## src/rtl/fifo_wr_arbiter_if.sv

```systemverilog
// Write-side bus between the producers, the arbiter and the FIFO write port.
// slave  : arbiter view (takes requests and FIFO fill level, drives grant and write port)
// master : environment view (producers plus FIFO)
interface fifo_wr_arbiter_if #(
   parameter int DATA_WIDTH = 8,
   parameter int DATA_DEPTH = 512,
   parameter int NUM_REQ    = 4
);
   localparam int CNT_W = $clog2(DATA_DEPTH) + 1;

   logic [NUM_REQ-1:0]            req;
   logic [NUM_REQ*DATA_WIDTH-1:0] req_data;
   logic [NUM_REQ-1:0]            grant;
   logic [CNT_W-1:0]              fifo_cnt;
   logic                          w_enable;
   logic [DATA_WIDTH-1:0]         w_data;

   modport slave (
      input  req,
      input  req_data,
      input  fifo_cnt,
      output grant,
      output w_enable,
      output w_data
   );

   modport master (
      output req,
      output req_data,
      output fifo_cnt,
      input  grant,
      input  w_enable,
      input  w_data
   );
endinterface

```

## src/rtl/fifo_wr_arbiter.sv

```systemverilog
// Round-robin arbiter sharing one FIFO write port among NUM_REQ producers.
// Each owner gets a burst of up to BURST_LEN words; the FIFO fill level plus
// the in-flight write gates every grant so the FIFO cannot be overrun.
// Optional feature: define ARB_STATS_EN to add the 32-bit accept_total counter.
//
// state  | meaning
// -------+------------------------------------------------------------
// IDLE   | no owner; picks the next requester after last_owner
// BURST  | cur_owner may write; one grant per cycle while space allows
module fifo_wr_arbiter #(
   parameter int DATA_WIDTH = 8,
   parameter int DATA_DEPTH = 512,
   parameter int NUM_REQ    = 4,
   parameter int BURST_LEN  = 4,
   localparam int OWN_W     = $clog2(NUM_REQ)
) (
   input  logic             clk,
   input  logic             reset,
   fifo_wr_arbiter_if.slave bus,
   output logic             busy,
   output logic [OWN_W-1:0] cur_owner
`ifdef ARB_STATS_EN
   ,
   output logic [31:0]      accept_total
`endif
);

   localparam int CNT_W     = $clog2(DATA_DEPTH) + 1;
   localparam int SUM_W     = CNT_W + 1;
   localparam int BEAT_W    = (BURST_LEN > 1) ? $clog2(BURST_LEN) : 1;
   localparam logic [BEAT_W-1:0] BEAT_LAST  = BEAT_W'(BURST_LEN - 1);
   localparam logic [OWN_W-1:0]  OWNER_LAST = OWN_W'(NUM_REQ - 1);

   typedef enum logic {
      S_IDLE  = 1'b0,
      S_BURST = 1'b1
   } state_e;

   state_e                  state_q, state_d;
   logic [OWN_W-1:0]        cur_owner_q, cur_owner_d;
   logic [OWN_W-1:0]        last_owner_q, last_owner_d;
   logic [BEAT_W-1:0]       beat_cnt_q, beat_cnt_d;
   logic                    w_enable_q, w_enable_d;
   logic [DATA_WIDTH-1:0]   w_data_q, w_data_d;
`ifdef ARB_STATS_EN
   logic [31:0]             accept_total_q, accept_total_d;
`endif

   logic [SUM_W-1:0]        cnt_sum;
   logic                    space_ok;
   logic                    sel_req;
   logic [DATA_WIDTH-1:0]   sel_data;
   logic                    accept;
   logic [NUM_REQ-1:0]      grant_v;
   logic                    rr_found;
   logic [OWN_W-1:0]        rr_pick;
   int                      rr_dist;
   int                      rr_best;

   // Free-space check; the write already in flight is counted, pending reads are not
   always_comb begin
      cnt_sum  = {1'b0, bus.fifo_cnt} + {{CNT_W{1'b0}}, w_enable_q};
      space_ok = (cnt_sum < SUM_W'(DATA_DEPTH));
   end

   // Current owner's request and data
   always_comb begin
      sel_req  = 1'b0;
      sel_data = '0;
      for (int i = 0; i < NUM_REQ; i++) begin
         if (cur_owner_q == OWN_W'(i)) begin
            sel_req  = bus.req[i];
            sel_data = bus.req_data[i*DATA_WIDTH +: DATA_WIDTH];
         end
      end
   end

   // Round-robin pick: nearest requester strictly after last_owner (wrapping)
   always_comb begin
      rr_found = 1'b0;
      rr_pick  = '0;
      rr_dist  = 0;
      rr_best  = NUM_REQ;
      for (int i = 0; i < NUM_REQ; i++) begin
         if (i > int'(last_owner_q))
            rr_dist = i - int'(last_owner_q) - 1;
         else
            rr_dist = i + NUM_REQ - int'(last_owner_q) - 1;
         if (bus.req[i] && (rr_dist < rr_best)) begin
            rr_best  = rr_dist;
            rr_pick  = OWN_W'(i);
            rr_found = 1'b1;
         end
      end
   end

   // Accept and one-hot grant; grant is held low while reset is asserted
   always_comb begin
      accept  = (state_q == S_BURST) && sel_req && space_ok;
      grant_v = '0;
      for (int i = 0; i < NUM_REQ; i++) begin
         grant_v[i] = accept && (cur_owner_q == OWN_W'(i));
      end
   end

   assign bus.grant    = reset ? grant_v : '0;
   assign bus.w_enable = w_enable_q;
   assign bus.w_data   = w_data_q;
   assign busy         = (state_q == S_BURST);
   assign cur_owner    = cur_owner_q;
`ifdef ARB_STATS_EN
   assign accept_total = accept_total_q;
`endif

   // Next-state, burst bookkeeping and write-port staging
   always_comb begin
      state_d      = state_q;
      cur_owner_d  = cur_owner_q;
      last_owner_d = last_owner_q;
      beat_cnt_d   = beat_cnt_q;
      w_enable_d   = 1'b0;
      w_data_d     = w_data_q;
`ifdef ARB_STATS_EN
      accept_total_d = accept_total_q + {31'd0, accept};
`endif
      case (state_q)
         S_IDLE: begin
            if (rr_found) begin
               cur_owner_d = rr_pick;
               beat_cnt_d  = '0;
               state_d     = S_BURST;
            end
         end
         S_BURST: begin
            if (accept) begin
               w_enable_d = 1'b1;
               w_data_d   = sel_data;
            end
            // A full FIFO with the request still held just waits here
            if ((accept && (beat_cnt_q == BEAT_LAST)) || !sel_req) begin
               state_d      = S_IDLE;
               last_owner_d = cur_owner_q;
            end else if (accept) begin
               beat_cnt_d = beat_cnt_q + 1'b1;
            end
         end
         default: begin
            state_d = S_IDLE;
         end
      endcase
   end

   // State and output registers; reset drops w_enable at once, aborting any burst
   always_ff @(posedge clk or negedge reset) begin
      if (!reset) begin
         state_q      <= S_IDLE;
         cur_owner_q  <= '0;
         last_owner_q <= OWNER_LAST;
         beat_cnt_q   <= '0;
         w_enable_q   <= 1'b0;
         w_data_q     <= '0;
`ifdef ARB_STATS_EN
         accept_total_q <= '0;
`endif
      end else begin
         state_q      <= state_d;
         cur_owner_q  <= cur_owner_d;
         last_owner_q <= last_owner_d;
         beat_cnt_q   <= beat_cnt_d;
         w_enable_q   <= w_enable_d;
         w_data_q     <= w_data_d;
`ifdef ARB_STATS_EN
         accept_total_q <= accept_total_d;
`endif
      end
   end

endmodule

```

## src/flat_wrapper.sv

```systemverilog
// flat-port wrapper written by rule: the top's interface ports become plain ports
module fifo_wr_arbiter_flat 
#(
   parameter int DATA_WIDTH = 8,
   parameter int DATA_DEPTH = 512,
   parameter int NUM_REQ    = 4,
   parameter int BURST_LEN  = 4,
   localparam int OWN_W     = $clog2(NUM_REQ)
)
  (clk, reset, busy, cur_owner, bus_req, bus_req_data, bus_fifo_cnt, bus_grant, bus_w_enable, bus_w_data);
  fifo_wr_arbiter_if #(.DATA_WIDTH(DATA_WIDTH), .DATA_DEPTH(DATA_DEPTH), .NUM_REQ(NUM_REQ)) bus_i ();
  input  logic clk;
  input  logic reset;
  output logic busy;
  output logic [OWN_W-1:0] cur_owner;
  input wire logic [$bits(bus_i.req)-1:0] bus_req;
  input wire logic [$bits(bus_i.req_data)-1:0] bus_req_data;
  input wire logic [$bits(bus_i.fifo_cnt)-1:0] bus_fifo_cnt;
  output wire logic [$bits(bus_i.grant)-1:0] bus_grant;
  output wire logic [$bits(bus_i.w_enable)-1:0] bus_w_enable;
  output wire logic [$bits(bus_i.w_data)-1:0] bus_w_data;
  assign bus_i.req = bus_req;
  assign bus_i.req_data = bus_req_data;
  assign bus_i.fifo_cnt = bus_fifo_cnt;
  assign bus_grant = bus_i.grant;
  assign bus_w_enable = bus_i.w_enable;
  assign bus_w_data = bus_i.w_data;
  fifo_wr_arbiter #(.DATA_WIDTH(DATA_WIDTH), .DATA_DEPTH(DATA_DEPTH), .NUM_REQ(NUM_REQ), .BURST_LEN(BURST_LEN)) u_core (.clk(clk), .reset(reset), .bus(bus_i), .busy(busy), .cur_owner(cur_owner));
endmodule
```

## config.mk

```make
export PLATFORM = sky130hd
export DESIGN_NAME = fifo_wr_arbiter_flat
export DESIGN_NICKNAME = d
export VERILOG_FILES = /design/src/rtl/fifo_wr_arbiter_if.sv /design/src/rtl/fifo_wr_arbiter.sv /design/src/flat_wrapper.sv
export SDC_FILE = /design/constraint.sdc
export NUM_CORES = 1
export LEC_CHECK = 0
export ABC_AREA = 0
export CORE_MARGIN = 10
export CORE_UTILIZATION = 48
export CTS_CLUSTER_DIAMETER = 150
export DETAILED_ROUTE_END_ITERATION = 10
export GPL_ROUTABILITY_DRIVEN = 0
export GPL_TIMING_DRIVEN = 1
export PLACE_DENSITY = 0.81
export SETUP_SLACK_MARGIN = 0.15
export SYNTH_ARGS = -nofsm -noshare
export SYNTH_HDL_FRONTEND = slang
export SYNTH_SLANG_ARGS = --single-unit
```

## constraint.sdc

```tcl
create_clock -name clk -period 7.54 [get_ports clk]
set_clock_uncertainty 0.15 [all_clocks]
set_input_delay 0.754 -clock clk [delete_from_list [all_inputs] [get_ports clk]]
set_output_delay 0.754 -clock clk [all_outputs]
set_load 0.01 [all_outputs]
```

==> results of run 1 <==
==> worst max-delay path, delay by kind of cell (launching register included) <==
kind | cells | cell delay (ns)
muxes | 2 | 0.62
and+or+nand+nor | 9 | 1.25
adders and majority gates | 5 | 1.29
AOI/OAI and AO/OA | 11 | 2.56
buffers and inverters | 3 | 0.38
DFF | 1 | 0.60
==> worst min-delay path by stage <==
stage / to / depth (start not counted)
final: u_core.bus.w_data[4]$_DFFE_PN0P_ / 1
after global routing: u_core.bus.w_data[5]$_DFFE_PN0P_ / 1
after CTS: u_core.bus.w_data[1]$_DFFE_PN0P_ / 1
after detailed placement: u_core.bus.w_data[1]$_DFFE_PN0P_ / 1
after global placement: u_core.bus.w_data[7]$_DFFE_PN0P_ / 1
after floorplan: u_core.beat_cnt_q[0]$_DFFE_PN0P_ / 0
==> flip-flops by register name (all words and copies together) (netlist names) <==
signal               cells
u_core.last_owner_q      2
u_core.beat_cnt_q        2
u_core.cur_owner         2
u_core.bus.w_enable      1
u_core.busy              1
u_core.bus.w_data        8
==> timing repair <==
item | 4_1_cts | 5_1_grt
buffers inserted | 0 | 9
pin swaps | 0 | 1
cloned | 0 | 0
endpoints found under the setup margin | 2 | 5
endpoints found under the hold margin | 0 | 0
hold buffers | 0 | 0
gates resized for setup | 1 | 3
==> layout make-up <==
type / instances / share of cell area [%]
Clock buffer: 4 / 1.84
Inverter: 24 / 3.01
Multi-Input combinational cell: 194 / 56.2
Sequential cell: 16 / 13.4
Tap cell: 52 / 2.17
Timing Repair Buffer: 72 / 23.3
==> routing by layer <==
metal / share of wire, % / track usage, % / routed length (um) / vias to the layer above
met3: 6.4 / 4.03 / 369 / 6
li1: - / - / - / 1004
met1: 40 / 16.5 / 2320 / 912
met2: 53 / 25.7 / 3050 / 54
met5: 0 / 0 / 0 / -
met4: 1.0 / 2.80 / 60 / 0
==> power by group through the flow <==
stage	logic [mW]	registers, mW	clock network [mW]
6_report	0.970	0.193	0.0778
5_1_grt	1.07	0.201	0.0827
4_1_cts	0.902	0.203	0.0789
3_5_place_dp	0.895	0.204	0
3_3_place_gp	0.884	0.201	0
2_1_floorplan	0.683	0.188	0
==> cells in the mapped netlist (2+ instances only) <==
cell | count | area (sq um)
a2111oi_2 | 2 | 30.0
a211oi_2 | 2 | 25.0
a21o_1 | 3 | 22.5
a21oi_1 | 11 | 55.1
a31oi_1 | 2 | 12.5
and2_1 | 2 | 12.5
and3_1 | 3 | 18.8
clkbuf_1 | 2 | 7.51
conb_1 | 2 | 7.51
dfrtp_1 | 14 | 350
dfstp_2 | 2 | 52.6
ha_1 | 38 | 475
inv_1 | 24 | 90.1
mux2_2 | 8 | 90.1
mux2_4 | 2 | 30.0
mux2i_1 | 3 | 30.0
mux4_2 | 9 | 203
nand2_1 | 21 | 78.8
nand3_1 | 2 | 10.0
nand3b_1 | 2 | 15.0
nand4_1 | 6 | 37.5
nor2_1 | 13 | 48.8
nor3_1 | 8 | 40.0
o2111ai_1 | 2 | 17.5
o21a_1 | 3 | 22.5
o21ai_0 | 8 | 40.0
o21ai_1 | 6 | 30.0
o22ai_1 | 2 | 12.5
xor2_1 | 3 | 26.3
==> cell families (layout without fill, tap and decap cells) <==
| family | Yosys count | count (layout) | synth area share, % |
|---|---|---|---|
| buf+inv | 29 | 100 | 5.46 |
| other cells | 2 | 11 | 0.348 |
| compound gates | 52 | 52 | 18.5 |
| xor+xnor | 4 | 4 | 1.63 |
| fa+ha+maj | 38 | 38 | 22.1 |
| flops | 16 | 16 | 18.7 |
| mux | 23 | 23 | 17.4 |
| simple gates | 66 | 66 | 16.0 |
==> through the flow <==
stage | instance area, sq um | utilization, % | power (mW) | hold slack, ns | cells
2_1_floorplan | 2190 | - | 0.871 | 0.308 | 239
3_3_place_gp | 2860 | 65.6 | 1.08 | 0.338 | 349
3_5_place_dp | 2860 | 65.6 | 1.10 | 0.348 | 349
4_1_cts | 2910 | 66.9 | 1.18 | 0.358 | 353
5_1_grt | 3000 | 68.8 | 1.36 | 0.376 | 362
6_report | 3000 | 68.8 | 1.24 | 0.353 | 362
==> out/results.txt, run 1 <==
Main synth FF type = dfrtp_1
yosys warns = 0
fraction of power spent switching nets = 47.1%
Achievable Freq = 0.144 GHz
I/O Buffers = 63
Post-synth EDFFs = 0
sequential element share of the synthesized area = 18.7%
Yosys reg bits = 16
min Tclk post-route = 6.95 ns
Routed Antenna Nets = 0
drt via density = 5.46
worst skew pair latency = 0.26 ns
initial DRC count = 68
status = finished, final reports clean
TritonCTS buffer count = 3
Final Setup Violations = 0
commonest non-fill, non-tap cell in the layout = clkdlybuf4s50_1
Fin Setup TNS = 0 ns
Layout area overhead = 39.0%
Worst-Margin Slew = 0.766 ns
worst r2r dst = u_core.beat_cnt_q[0]$_DFFE_PN0P_
Distinct cells, synth = 54
startpoint types = register
Cell Area, Synth = 2160 sq um
maximum clock path buffer count = 2
Critical Path Max Stage Delay = 0.60 ns
largest net degree at the start of global routing = 20
Hold Path Origin = u_core.bus.w_data[4]$_DFFE_PN0P_
die width = 87.0 um
RSZ-0062 raised after global routing = no
CP max-delay cell = dfstp_2
most frequent cells in the layout = clkdlybuf4s50_1, ha_1, inv_1
CP Launch Point = u_core.last_owner_q[1]$_DFFE_PN1P_
LEAKAGE = 1.32 nW
gr usage total = 14.4%
Slew Limit Fails = 0
Power Internal = 0.656 mW
die height = 87.0 um
CP Class = reg -> reg
DRC Markers = 0
pwr dens = 414 nW/um^2
final wirelength = 5.80 mm
full die area = 7570 sq um
Avg Cell Area, Syn = 9.37 sq um
worst setup path endpoint = u_core.beat_cnt_q[0]$_DFFE_PN0P_
final net count = 397
H-tree depth = 1
critical path peak fanout = 12
DR WL/cell = 16.0 um
global-route wire length before repair = 9.00 mm
Max transition margin = 48.7%
Critical Path End Type = register
clk root buf = clkbuf_8
area taken by multi-input logic gates = 1690 sq um
storage element area = 403 sq um
total number of vias = 1976
Max-Cap Viols = 0
reg2reg setup slack = 0.59 ns
initial antenna violation count = 0
Clock Power Share = 6.3%
HP Class = reg -> reg
most frequent CP cell = ha_1
R2R cell count = 30
Cells after Synth = 230
num rows = 24
fin crit share = 92.2%
CTS tree = yes
core area = 4350 sq um
Psw = 0.585 mW
number of global-route vias before repair = 1911
Reg2Reg Launch Point = u_core.last_owner_q[1]$_DFFE_PN1P_
layout cell share with drive strength beyond 1 = 15.8%
sequential share of power = 15.5%
Starting Density = 49.5%
FFs w/ async S/R, synth = 100%
clock sinks = 16
gr ovfl total = 0
n_diodes = 0
final hold violation count = 0
CP Data Required Time = 7.57 ns
filler cell count = 341
VDD IR max = 0.264 mV
Post-Place Worst Slack = 0.0941 ns
Post-DP HPWL = 4.82 mm
Ports = 64
crit path DAT = 6.98 ns
Worst-path clk slew = 0.07 ns
TritonRoute pass-1 iters = 4
final worst setup slack = 0.588 ns
Combinational Power Share = 78.2%
Power figures use the tool's default switching activity.
==> run 2: changes to the inputs <==
--- a/config.mk
+++ b/config.mk
@@ -6,7 +6,7 @@
 export NUM_CORES = 1
 export LEC_CHECK = 0
 export ABC_AREA = 0
-export CORE_MARGIN = 10
+export CORE_MARGIN = 5
 export CORE_UTILIZATION = 48
 export CTS_CLUSTER_DIAMETER = 150
 export DETAILED_ROUTE_END_ITERATION = 10
==> out/results.txt, run 2 (synthesized netlist as in run 1, its figures left out) <==
CP max-delay cell = dfstp_2
clk root buf = clkbuf_8
Critical Path End Type = register
most frequent cells in the layout = clkdlybuf4s50_1, ha_1, inv_1
gr usage total = 18.8%
Worst path depth = 28
Buf+Inv Stages, Crit Path = 2
Achievable Freq = 0.145 GHz
largest net degree at the start of global routing = 20
commonest non-fill, non-tap cell in the layout = clkdlybuf4s50_1
drt via density = 5.68
TritonRoute pass-1 iters = 4
Worst-path clk slew = 0.07 ns
filler cell count = 347
R2R cell count = 28
Power Internal = 0.643 mW
Starting Density = 49.5%
total number of vias = 2033
clock sinks = 16
fin crit share = 91.3%
largest delay contributor family on the critical path = compound AO/OA/AOI/OAI gates
gr ovfl total = 0
final net count = 393
sequential share of power = 15.6%
I/O Buffers = 63
n_diodes = 0
RSZ-0062 raised after global routing = no
Critical Path Max Stage Delay = 0.60 ns
Slew Limit Fails = 0
area taken by multi-input logic gates = 1720 sq um
DRC Markers = 0
Max-Cap Viols = 0
Routed Antenna Nets = 0
Pwr Total = 1.23 mW
min Tclk post-route = 6.88 ns
Worst-Margin Slew = 0.787 ns
num rows = 24
final hold violation count = 0
Ports = 64
initial DRC count = 111
VDD IR max = 0.208 mV
pwr dens = 412 nW/um^2
full die area = 5930 sq um
maximum clock path buffer count = 2
die height = 77.0 um
number of global-route vias before repair = 1965
Psw = 0.588 mW
H-tree depth = 1
Clock Power Share = 6.3%
core area = 4350 sq um
startpoint types = register
storage element area = 403 sq um
most frequent CP cell = ha_1
TritonCTS buffer count = 3
HP Class = reg -> reg
die width = 77.0 um
max FFs per register = 8
final wirelength = 5.60 mm
initial antenna violation count = 0
crit path DAT = 6.89 ns
Layout area overhead = 38.7%
fraction of power spent switching nets = 47.8%
DR WL/cell = 15.6 um
CP Class = reg -> reg
layout cell share with drive strength beyond 1 = 15.0%
Post-DP HPWL = 4.52 mm
CTS tree = yes
Final Setup Violations = 0
Combinational Power Share = 78.1%
global-route wire length before repair = 9.28 mm
critical path peak fanout = 19
Max transition margin = 47.5%
hold path cells = 1
CP Data Required Time = 7.55 ns
Fin Setup TNS = 0 ns
count of hold buffers inserted by post-cts repair = 0
worst skew pair latency = 0.25 ns
status = finished, final reports clean
fin util = 68.6%
LEAKAGE = 1.30 nW
[run 2: cell types whose count changed in the layout (fill, tap and decap cells not counted)]
cell / delta
a2111oi_2: -1
a2111oi_4: +1
o21ai_0: -1
buf_4: -5
mux2i_2: +1
o21ai_2: +1
[run 2: cell type report]
type	instances	area share, %
clock buffer	4	1.84
timing repair buffer	67	22.1
sequential	16	13.5
inverter	24	3.01
tap	52	2.18
multi-input combinational	195	57.4
[run 2: repair_timing]
action                                 CTS  global route
gates resized for setup                  2             5
setup endpoints to repair                3             5
buffers inserted                         0             3
endpoints found under the hold margin    0             0
cloned                                   0             1
[run 2: stage by stage]
| stage | worst slack [ns] | cell area (sq um) | std cells | hold WS (ns) |
|---|---|---|---|---|
| 5_1_grt | 0.167 | 2990 | 358 | 0.381 |
| 3_5_place_dp | 0.0190 | 2870 | 350 | 0.345 |
| 3_3_place_gp | 0.136 | 2870 | 350 | 0.340 |
| 4_1_cts | 0.278 | 2930 | 354 | 0.359 |
| 2_1_floorplan | 1.02 | 2190 | 239 | 0.308 |
| 6_report | 0.659 | 2990 | 358 | 0.362 |
[run 2: path summary, 6_finish.rpt]
path / startpoint / end / slack (ns)
hold reg to reg: u_core.bus.w_data[1]$_DFFE_PN0P_ / u_core.bus.w_data[1]$_DFFE_PN0P_ / 0.36
setup reg to reg: u_core.last_owner_q[1]$_DFFE_PN1P_ / u_core.cur_owner[0]$_DFFE_PN0P_ / 0.66
setup / recovery: u_core.last_owner_q[1]$_DFFE_PN1P_ / u_core.cur_owner[0]$_DFFE_PN0P_ / 0.66
min in group asynchronous: reset / u_core.bus.w_data[1]$_DFFE_PN0P_ / 0.76
hold / removal: u_core.bus.w_data[1]$_DFFE_PN0P_ / u_core.bus.w_data[1]$_DFFE_PN0P_ / 0.36
max in group asynchronous: reset / u_core.last_owner_q[1]$_DFFE_PN1P_ / 6.23
[run 2: routing by layer]
metal,GRT usage (%),up-vias,part of all wire (%)
li1,-,1004,-
met1,25.4,971,45
met2,31.8,48,50
met3,3.16,10,4.0
met4,3.09,0,1.2
met5,0,-,0
[run 2: power groups by stage]
stage | Clock, mW | Combinational, mW | Sequential, mW
5_1_grt | 0.0821 | 1.07 | 0.204
3_5_place_dp | 0 | 0.895 | 0.203
3_3_place_gp | 0 | 0.881 | 0.201
2_1_floorplan | 0 | 0.683 | 0.188
4_1_cts | 0.0792 | 0.908 | 0.202
6_report | 0.0779 | 0.961 | 0.192
[run 2: worst reg2reg max path: cells and delay by family, from the launching register on]
kind	cells	cell delay (ns)
flip-flops	1	0.60
buffers and inverters	2	0.19
multiplexers	2	0.61
adder cells (fa/ha/maj)	5	1.26
AND/OR/NAND/NOR	6	0.86
AO/OA/AOI/OAI	13	3.11
